<file path="src/rtl/fios_mm_sequencer.sv">
// Sequencer for a FIOS Montgomery multiplier: streams operand words in, then captures result words.
// Optional completed-operation counter enabled by defining FIOS_SEQ_OP_COUNT_EN.
module fios_mm_sequencer #(
  parameter int unsigned s           = 8,
  parameter int unsigned RES_LATENCY = 20,
  parameter int unsigned RES_STRIDE  = 1,
  localparam int unsigned AW         = (s > 1) ? $clog2(s) : 1
) (
  input  logic          clock_i,
  input  logic          reset_i,
  input  logic          start_i,
  input  logic          abort_i,
  output logic [AW-1:0] word_addr_o,
  input  logic [16:0]   b_word_i,
  input  logic [16:0]   p_word_i,
  output logic [16:0]   b_o,
  output logic [16:0]   p_o,
  output logic          fios_input_sel_o,
  input  logic [16:0]   res_i,
  output logic [16:0]   res_word_o,
  output logic [AW-1:0] res_idx_o,
  output logic          res_valid_o,
  output logic          busy_o,
  output logic          done_o,
  output logic [31:0]   op_count_o
);

  // Largest cyc value is reached in DONE: last capture, one trailing COLLECT cycle, then DONE.
  localparam int unsigned CycMax = RES_LATENCY + (s - 1) * RES_STRIDE + 2;
  localparam int unsigned CycW   = $clog2(CycMax + 1);
  localparam int unsigned CapW   = $clog2(s + 1);
  localparam int unsigned StrW   = (RES_STRIDE > 1) ? $clog2(RES_STRIDE) : 1;

  if (RES_LATENCY < s) begin : gen_latency_check
    $error("fios_mm_sequencer: RES_LATENCY must be >= s");
  end

  typedef enum logic [2:0] {StIdle, StFeed, StWait, StCollect, StDone} state_e;

  state_e          state_q, state_d;
  logic [CycW-1:0] cyc_q, cyc_d;
  logic [CapW-1:0] cap_cnt_q;
  logic [StrW-1:0] stride_q;
  logic            capture;
  logic [16:0]     res_word_q;
  logic [AW-1:0]   res_idx_q;
  logic            res_valid_q;

  always_ff @(posedge clock_i) begin
    if (reset_i) begin
      state_q <= StIdle;
      cyc_q   <= '0;
    end else begin
      state_q <= state_d;
      cyc_q   <= cyc_d;
    end
  end

  always_comb begin
    state_d = state_q;
    case (state_q)
      StIdle: begin
        if (start_i) state_d = StFeed;
      end
      StFeed: begin
        if (abort_i) begin
          state_d = StIdle;
        end else if (cyc_q == CycW'(s - 1)) begin
          state_d = (RES_LATENCY == s) ? StCollect : StWait;
        end
      end
      StWait: begin
        if (abort_i) begin
          state_d = StIdle;
        end else if (cyc_q == CycW'(RES_LATENCY - 1)) begin
          state_d = StCollect;
        end
      end
      StCollect: begin
        // Leave one cycle after the last capture so its strobe is visible before DONE.
        if (abort_i) begin
          state_d = StIdle;
        end else if (cap_cnt_q == CapW'(s)) begin
          state_d = StDone;
        end
      end
      StDone:  state_d = StIdle;
      default: state_d = StIdle;
    endcase
  end

  always_comb begin
    cyc_d = cyc_q + 1'b1;
    if (state_q == StIdle || state_d == StIdle) cyc_d = '0;
  end

  always_comb begin
    busy_o           = (state_q != StIdle);
    done_o           = (state_q == StDone);
    fios_input_sel_o = (state_q == StWait) || (state_q == StCollect);
    word_addr_o      = '0;
    b_o              = '0;
    p_o              = '0;
    if (state_q == StFeed) begin
      word_addr_o = cyc_q[AW-1:0];
      b_o         = b_word_i;
      p_o         = p_word_i;
    end
  end

  // Captures happen at cyc = RES_LATENCY + j*RES_STRIDE; stride_q counts the gap between them.
  assign capture = (state_q == StCollect) && !abort_i && (stride_q == '0) &&
                   (cap_cnt_q != CapW'(s));

  always_ff @(posedge clock_i) begin
    if (reset_i || state_q != StCollect) begin
      cap_cnt_q <= '0;
      stride_q  <= '0;
    end else if (capture) begin
      cap_cnt_q <= cap_cnt_q + 1'b1;
      stride_q  <= StrW'(RES_STRIDE - 1);
    end else if (stride_q != '0) begin
      stride_q <= stride_q - 1'b1;
    end
  end

  always_ff @(posedge clock_i) begin
    if (reset_i) begin
      res_word_q  <= '0;
      res_idx_q   <= '0;
      res_valid_q <= 1'b0;
    end else begin
      res_valid_q <= capture;
      if (capture) begin
        res_word_q <= res_i;
        res_idx_q  <= cap_cnt_q[AW-1:0];
      end
    end
  end

  assign res_word_o  = res_word_q;
  assign res_idx_o   = res_idx_q;
  assign res_valid_o = res_valid_q;

`ifdef FIOS_SEQ_OP_COUNT_EN
  logic [31:0] op_count_q;

  always_ff @(posedge clock_i) begin
    if (reset_i) begin
      op_count_q <= '0;
    end else if (state_q == StDone) begin
      op_count_q <= op_count_q + 32'd1;
    end
  end

  assign op_count_o = op_count_q;
`else
  assign op_count_o = '0;
`endif

endmodule

</file>
<file path="config.mk">
export PLATFORM = sky130hd
export DESIGN_NAME = fios_mm_sequencer
export DESIGN_NICKNAME = d
export VERILOG_FILES = /design/src/rtl/fios_mm_sequencer.sv
export SDC_FILE = /design/constraint.sdc
export NUM_CORES = 1
export LEC_CHECK = 0
export CAP_MARGIN = 5
export CORE_AREA = 2 2 75 77
export CTS_CLUSTER_DIAMETER = 40
export DETAILED_ROUTE_END_ITERATION = 7
export DIE_AREA = 0 0 77 79
export HOLD_SLACK_MARGIN = 0.02
export PLACE_DENSITY = 0.85
export SETUP_SLACK_MARGIN = 0.4
export SLEW_MARGIN = 20
export SYNTH_ARGS = -nofsm -noshare
export SYNTH_HDL_FRONTEND = slang
export SYNTH_SLANG_ARGS = --single-unit
</file>
<file path="constraint.sdc">
create_clock -name clock_i -period 4 [get_ports clock_i]
set_input_delay 0.6 -clock clock_i [delete_from_list [all_inputs] [get_ports clock_i]]
set_output_delay 0.6 -clock clock_i [all_outputs]
set_load 0.02 [all_outputs]
</file>
# Yosys cells after proc, flatten, opt, wreduce, memory -nomap -nowiden
# Index checks and enable logic that the tools add are counted.
# classes
n_addsub	3
eq_ne	9
muxes	11
bitwise	1
reduce_logical	12
# op_table
operator	count
$mux 17	2
$mux 3	8
$pmux 3 s4	1
$eq 3x2->1 const B	2
$logic_not 3->1	2
$add 5x1->5 const B	1
$eq 5x3->1 const B	1
$eq 5x5->1 const B	1
$add 4x1->4 const B	1
$eq 4x4->1 const B	1
$ne 4x4->1 const B	1
$eq 3x1->1 const B	1
$eq 3x3->1 const B	1
$logic_and 1x1->1	3
$logic_or 1x1->1	3
$ne 3x2->1 const B	1
$reduce_bool 3->1	1
$reduce_or 3->1	1
$reduce_or 2->1	1
$logic_not 1->1	1
$not 1->1	1
$sub 1x1->1 const B	1
# totals
reg_bits	34
input_bits	55
output_inout_bits	93

# Longest topological paths before layout
# logic_depth
word_depth	7
depth_mapped	8
ltp_nobuf	6

# Worst setup path before layout
# No wires, ideal clock.
# synth_path
kind	register to output
start	register state_q[0]
end	output port b_o[0]
arrival_time_ns	1.470
setup_slack_ns	1.930
path_stages_with_launch	6
path_buffers	3
cell_sequence	dfxtp_1 clkbuf_1 nor3b_1 clkbuf_1 clkbuf_1 and2_1
# synth_between
elab_chain_cells	2
# synth_rtl
item	line	text
start, declared	40	state_e state_q, state_d;
start signal, assigned	51	state_q <= StIdle;
start signal, assigned	54	state_q <= state_d;
$eq 3x1->1	104	if (state_q == StFeed) begin
$mux 17	104	
end, declared	16	output logic [16:0] b_o,
# Every way passes these cells.

# Final worst setup path
# layout_path
start	register state_q[0]
end	output port b_o[9]
# Same word-level chain as after synthesis.

==> run_summary.xml <==
<?xml version="1.0" encoding="UTF-8"?>
<metrics>
  <group name="worst_setup_path">
    <metric name="crit_path_end_kind" unit="">output port</metric>
    <metric name="r2r_slack" unit="ps">1720</metric>
    <metric name="data_arrival_critical_path" unit="ps">2080</metric>
    <metric name="crit_path_cell_trace" unit="">nor3b_2, buf_4, and2_1, clkdlybuf4s50_1</metric>
    <metric name="critPathMaxFanout" unit="">38</metric>
    <metric name="timing.setup.critical_path_class" unit="">reg2out</metric>
    <metric name="crit_path_top_delay_cell" unit="">clkdlybuf4s50_1</metric>
    <metric name="reg2regPathDepth" unit="">6</metric>
    <metric name="cp_data_required_time" unit="ps">3400</metric>
    <metric name="worstReg2RegStart" unit="">cap_cnt_q[0]</metric>
    <metric name="critical_path.top_delay_family" unit="">buffers and inverters</metric>
    <metric name="critical_path.n_buffers_inverters" unit="">2</metric>
    <metric name="crit_path_end" unit="">b_o[9]</metric>
    <metric name="timing.critical_path.slowest_cell_delay" unit="ps">640</metric>
    <metric name="cp_num_cells" unit="">4</metric>
    <metric name="crit-reg2reg-capture" unit="">cap_cnt_q[3]</metric>
    <metric name="setup.worst_path.start" unit="">state_q[0]</metric>
    <metric name="startpoint_type_of_the_worst_setup_path" unit="">flip-flop</metric>
  </group>
  <group name="power_and_ir_drop">
    <metric name="total_switching_power" unit="µW">207</metric>
    <metric name="pwr-share-comb" unit="">0.206</metric>
    <metric name="power.share.sequential" unit="">0.419</metric>
    <metric name="vdd_ir_drop_max" unit="mV">0.206</metric>
    <metric name="power.share.switching" unit="">0.253</metric>
    <metric name="power_frac_clock" unit="">0.375</metric>
    <metric name="power.density_cell_area" unit="nW/µm²">268</metric>
    <metric name="p_int" unit="µW">610</metric>
    <metric name="p_leak" unit="nW">1.14</metric>
  </group>
  <group name="sta">
    <metric name="report.final.setup_viol" unit="">0</metric>
    <metric name="report.final.hold_viol_count" unit="">0</metric>
    <metric name="clock_skew" unit="ps">4.86</metric>
    <metric name="worst_slew_pin_slew" unit="ps">989</metric>
    <metric name="maxSlewHeadroom" unit="">0.338</metric>
    <metric name="setup_repair_after_global_routing_missed_its_margin" unit="">no</metric>
    <metric name="achievable-frequency" unit="MHz">374</metric>
    <metric name="post-route-min-period" unit="ps">2680</metric>
    <metric name="timing.final.crit_share" unit="">0.669</metric>
    <metric name="tns" unit="ps">0</metric>
    <metric name="max_slew_violation_total_from_the_final_report" unit="">0</metric>
  </group>
  <group name="route">
    <metric name="drt-pass1-iter-count" unit="">4</metric>
    <metric name="remaining_drc_errors" unit="">0</metric>
    <metric name="totalWireLength" unit="µm">4970</metric>
    <metric name="initialDrtViolationCount" unit="">56</metric>
    <metric name="antenna_violating_nets_post_route" unit="">0</metric>
    <metric name="detailroute.via_count" unit="">1860</metric>
    <metric name="detail_route.wl_per_cell" unit="µm">11.7</metric>
    <metric name="avgViaCountPerCell" unit="">4.40</metric>
  </group>
  <group name="synthesis">
    <metric name="fraction_of_registers_with_async_set_reset" unit="">0</metric>
    <metric name="synthTopCellsByArea" unit="">dfxtp_1 (37%), buf_4 (13%), and2_1 (13%), nand2_1 (9.9%), a21oi_1 (7.3%)</metric>
    <metric name="yosysMostFrequentCell" unit="">nand2_1</metric>
    <metric name="syn_avg_cell_area" unit="µm²">7.68</metric>
    <metric name="synthCells" unit="">241</metric>
    <metric name="synth_largest_area_cell" unit="">dfxtp_1</metric>
    <metric name="ys_seq_area_frac" unit="">0.368</metric>
    <metric name="number_of_flops_mapped_to_enable_cells_by_yosys" unit="">0</metric>
    <metric name="synthDistinctLibCells" unit="">34</metric>
    <metric name="yosysWarnings" unit="">0</metric>
    <metric name="synth.ff_latch_count" unit="">34</metric>
    <metric name="post_synth_instance_area" unit="µm²">1850</metric>
    <metric name="ys_top_cells_by_count" unit="">nand2_1 (49), and2_1 (37), dfxtp_1 (34)</metric>
    <metric name="netlist.area_leader.share" unit="">0.368</metric>
    <metric name="ys.flop_type" unit="">dfxtp_1</metric>
  </group>
  <group name="clock_tree">
    <metric name="clock_sinks" unit="">34</metric>
    <metric name="cts_root_buf" unit="">clkbuf_8</metric>
    <metric name="hold_buffers" unit="">0</metric>
    <metric name="cts_resized" unit="">0</metric>
    <metric name="cts_buffers" unit="">5</metric>
    <metric name="post_cts_buffers" unit="">0</metric>
    <metric name="worst_setup_hold_path_clk_slew" unit="ps">70</metric>
    <metric name="htree_num_levels" unit="">2</metric>
    <metric name="cts.path.max_buffers" unit="">2</metric>
    <metric name="clkLatencyLatePin" unit="ps">290</metric>
    <metric name="cts_tree" unit="">done</metric>
  </group>
  <group name="grt">
    <metric name="grt_pass1_wl" unit="µm">8020</metric>
    <metric name="first_global_vias" unit="">1797</metric>
    <metric name="grt_overflow" unit="">0</metric>
    <metric name="grt_usage" unit="">0.164</metric>
    <metric name="antenna_found_initial" unit="">0</metric>
    <metric name="grt_start_max_net_pins" unit="">39</metric>
  </group>
  <group name="job">
    <metric name="maxCapViolCount" unit="">0</metric>
  </group>
  <group name="die">
    <metric name="num_rows" unit="">27</metric>
    <metric name="die-width" unit="µm">77</metric>
    <metric name="die_h" unit="µm">79</metric>
    <metric name="start_util" unit="">0.347</metric>
    <metric name="boundaryPins" unit="">148</metric>
    <metric name="core_outline_area" unit="µm²">5340</metric>
    <metric name="design.die.area" unit="µm²">6080</metric>
  </group>
  <group name="placement">
    <metric name="placed_cell_area" unit="µm²">2940</metric>
    <metric name="place_inst" unit="">415</metric>
    <metric name="hpwlAfterDp" unit="µm">3970</metric>
    <metric name="gp_congestion" unit="">0.767</metric>
    <metric name="io_port_bufs" unit="">115</metric>
  </group>
  <group name="status">
    <metric name="run_status" unit="">completed</metric>
  </group>
  <group name="layout">
    <metric name="syn2layout_area_growth" unit="%">64.5</metric>
    <metric name="layout.cell_area.non_filler" unit="µm²">3040</metric>
    <metric name="drive_gt1_frac" unit="">0.0427</metric>
    <metric name="nets" unit="">408</metric>
    <metric name="fillers" unit="">502</metric>
    <metric name="finalNonFillerCells" unit="">423</metric>
    <metric name="antenna_cells" unit="">0</metric>
  </group>
  <group name="min_path">
    <metric name="holdCritPathClass" unit="">reg2reg</metric>
  </group>
</metrics>
## layout make-up
type                            count  area [µm²]  share of cell area
Sequential cell                    34         681               0.224
Clock buffer                        5        68.8              0.0226
Inverter                            5        18.8             0.00617
Clock inverter                      3        40.0              0.0132
Timing Repair Buffer              117        1170               0.383
Tap cell                           72        90.1              0.0296
Multi-Input combinational cell    187         980               0.322
## worst reg2reg max path, stage by stage, from the launching register on
cell and delay (ps):
dfxtp_1 390, inv_1 80, ha_1 210, and3b_1 210
or3_1 710, or3_1 470, a21oi_1 130
## sequential cells by signal (all words and copies together) (netlist names)
register,cells
res_word_o,17
cyc_q,5
cap_cnt_q,4
res_idx_o,3
state_q,3
res_valid_o,1
stride_q,1
## how the worst min path moves through the flow
| stage | start | end | cells past startpoint |
|---|---|---|---|
| after floorplan | cyc_q[0] | cyc_q[0] | 1 |
| after global placement | res_word_o[7] | res_word_o[7] | 2 |
| after detailed placement | res_word_o[4] | res_word_o[4] | 2 |
| after CTS | res_word_o[5] | res_word_o[5] | 2 |
| after global routing | res_word_o[5] | res_word_o[5] | 2 |
| final | res_word_o[5] | res_word_o[5] | 2 |
## layer usage
metal | GRT usage | up-vias | share of wire
met5 | 0 | - | 0
met4 | 0.0732 | 0 | 0.026
met3 | 0.0568 | 14 | 0.096
met2 | 0.318 | 101 | 0.52
met1 | 0.156 | 817 | 0.36
li1 | - | 928 | -
## cell usage in the layout, fill, tap and decap left out, drive strengths merged, types with 4 or more instances in the layout
cell,n
dfxtp,34
inv,5
nand2,49
nor2,7
nand3,4
a21oi,27
and2,37
clkdlybuf4s50,115
clkbuf,5
conb,33
## power by group through the flow
stage / sequential (mW) / clock [mW] / combinational, mW
after floorplan: 0.348 / 0 / 0.104
after global placement: 0.350 / 0 / 0.166
after detailed placement: 0.350 / 0 / 0.169
after CTS: 0.342 / 0.320 / 0.169
after global routing: 0.342 / 0.332 / 0.180
final: 0.342 / 0.306 / 0.168
## cells by family after synthesis
kind of cell               Yosys count  share of synthesized area
buffers and inverters               52                      0.173
DFF                                 34                      0.368
AOI/OAI and AO/OA                   34                      0.108
other                                1                    0.00203
adders and majority gates            3                     0.0203
xor gates and xnor gates             3                     0.0142
and+or+nand+nor                    114                      0.315
## per-stage QoR
stage / util / setup WS (ps) / total power, mW / hold WS [ps]
global placement: 0.550 / 1290 / 0.516 / 441
finish: 0.570 / 1320 / 0.817 / 452
CTS: 0.570 / 1290 / 0.831 / 457
floorplan: - / 1930 / 0.452 / 454
detailed placement: 0.550 / 1250 / 0.519 / 449
global route: 0.570 / 1160 / 0.855 / 482
Note: power is estimated with default switching activity, not from simulation.
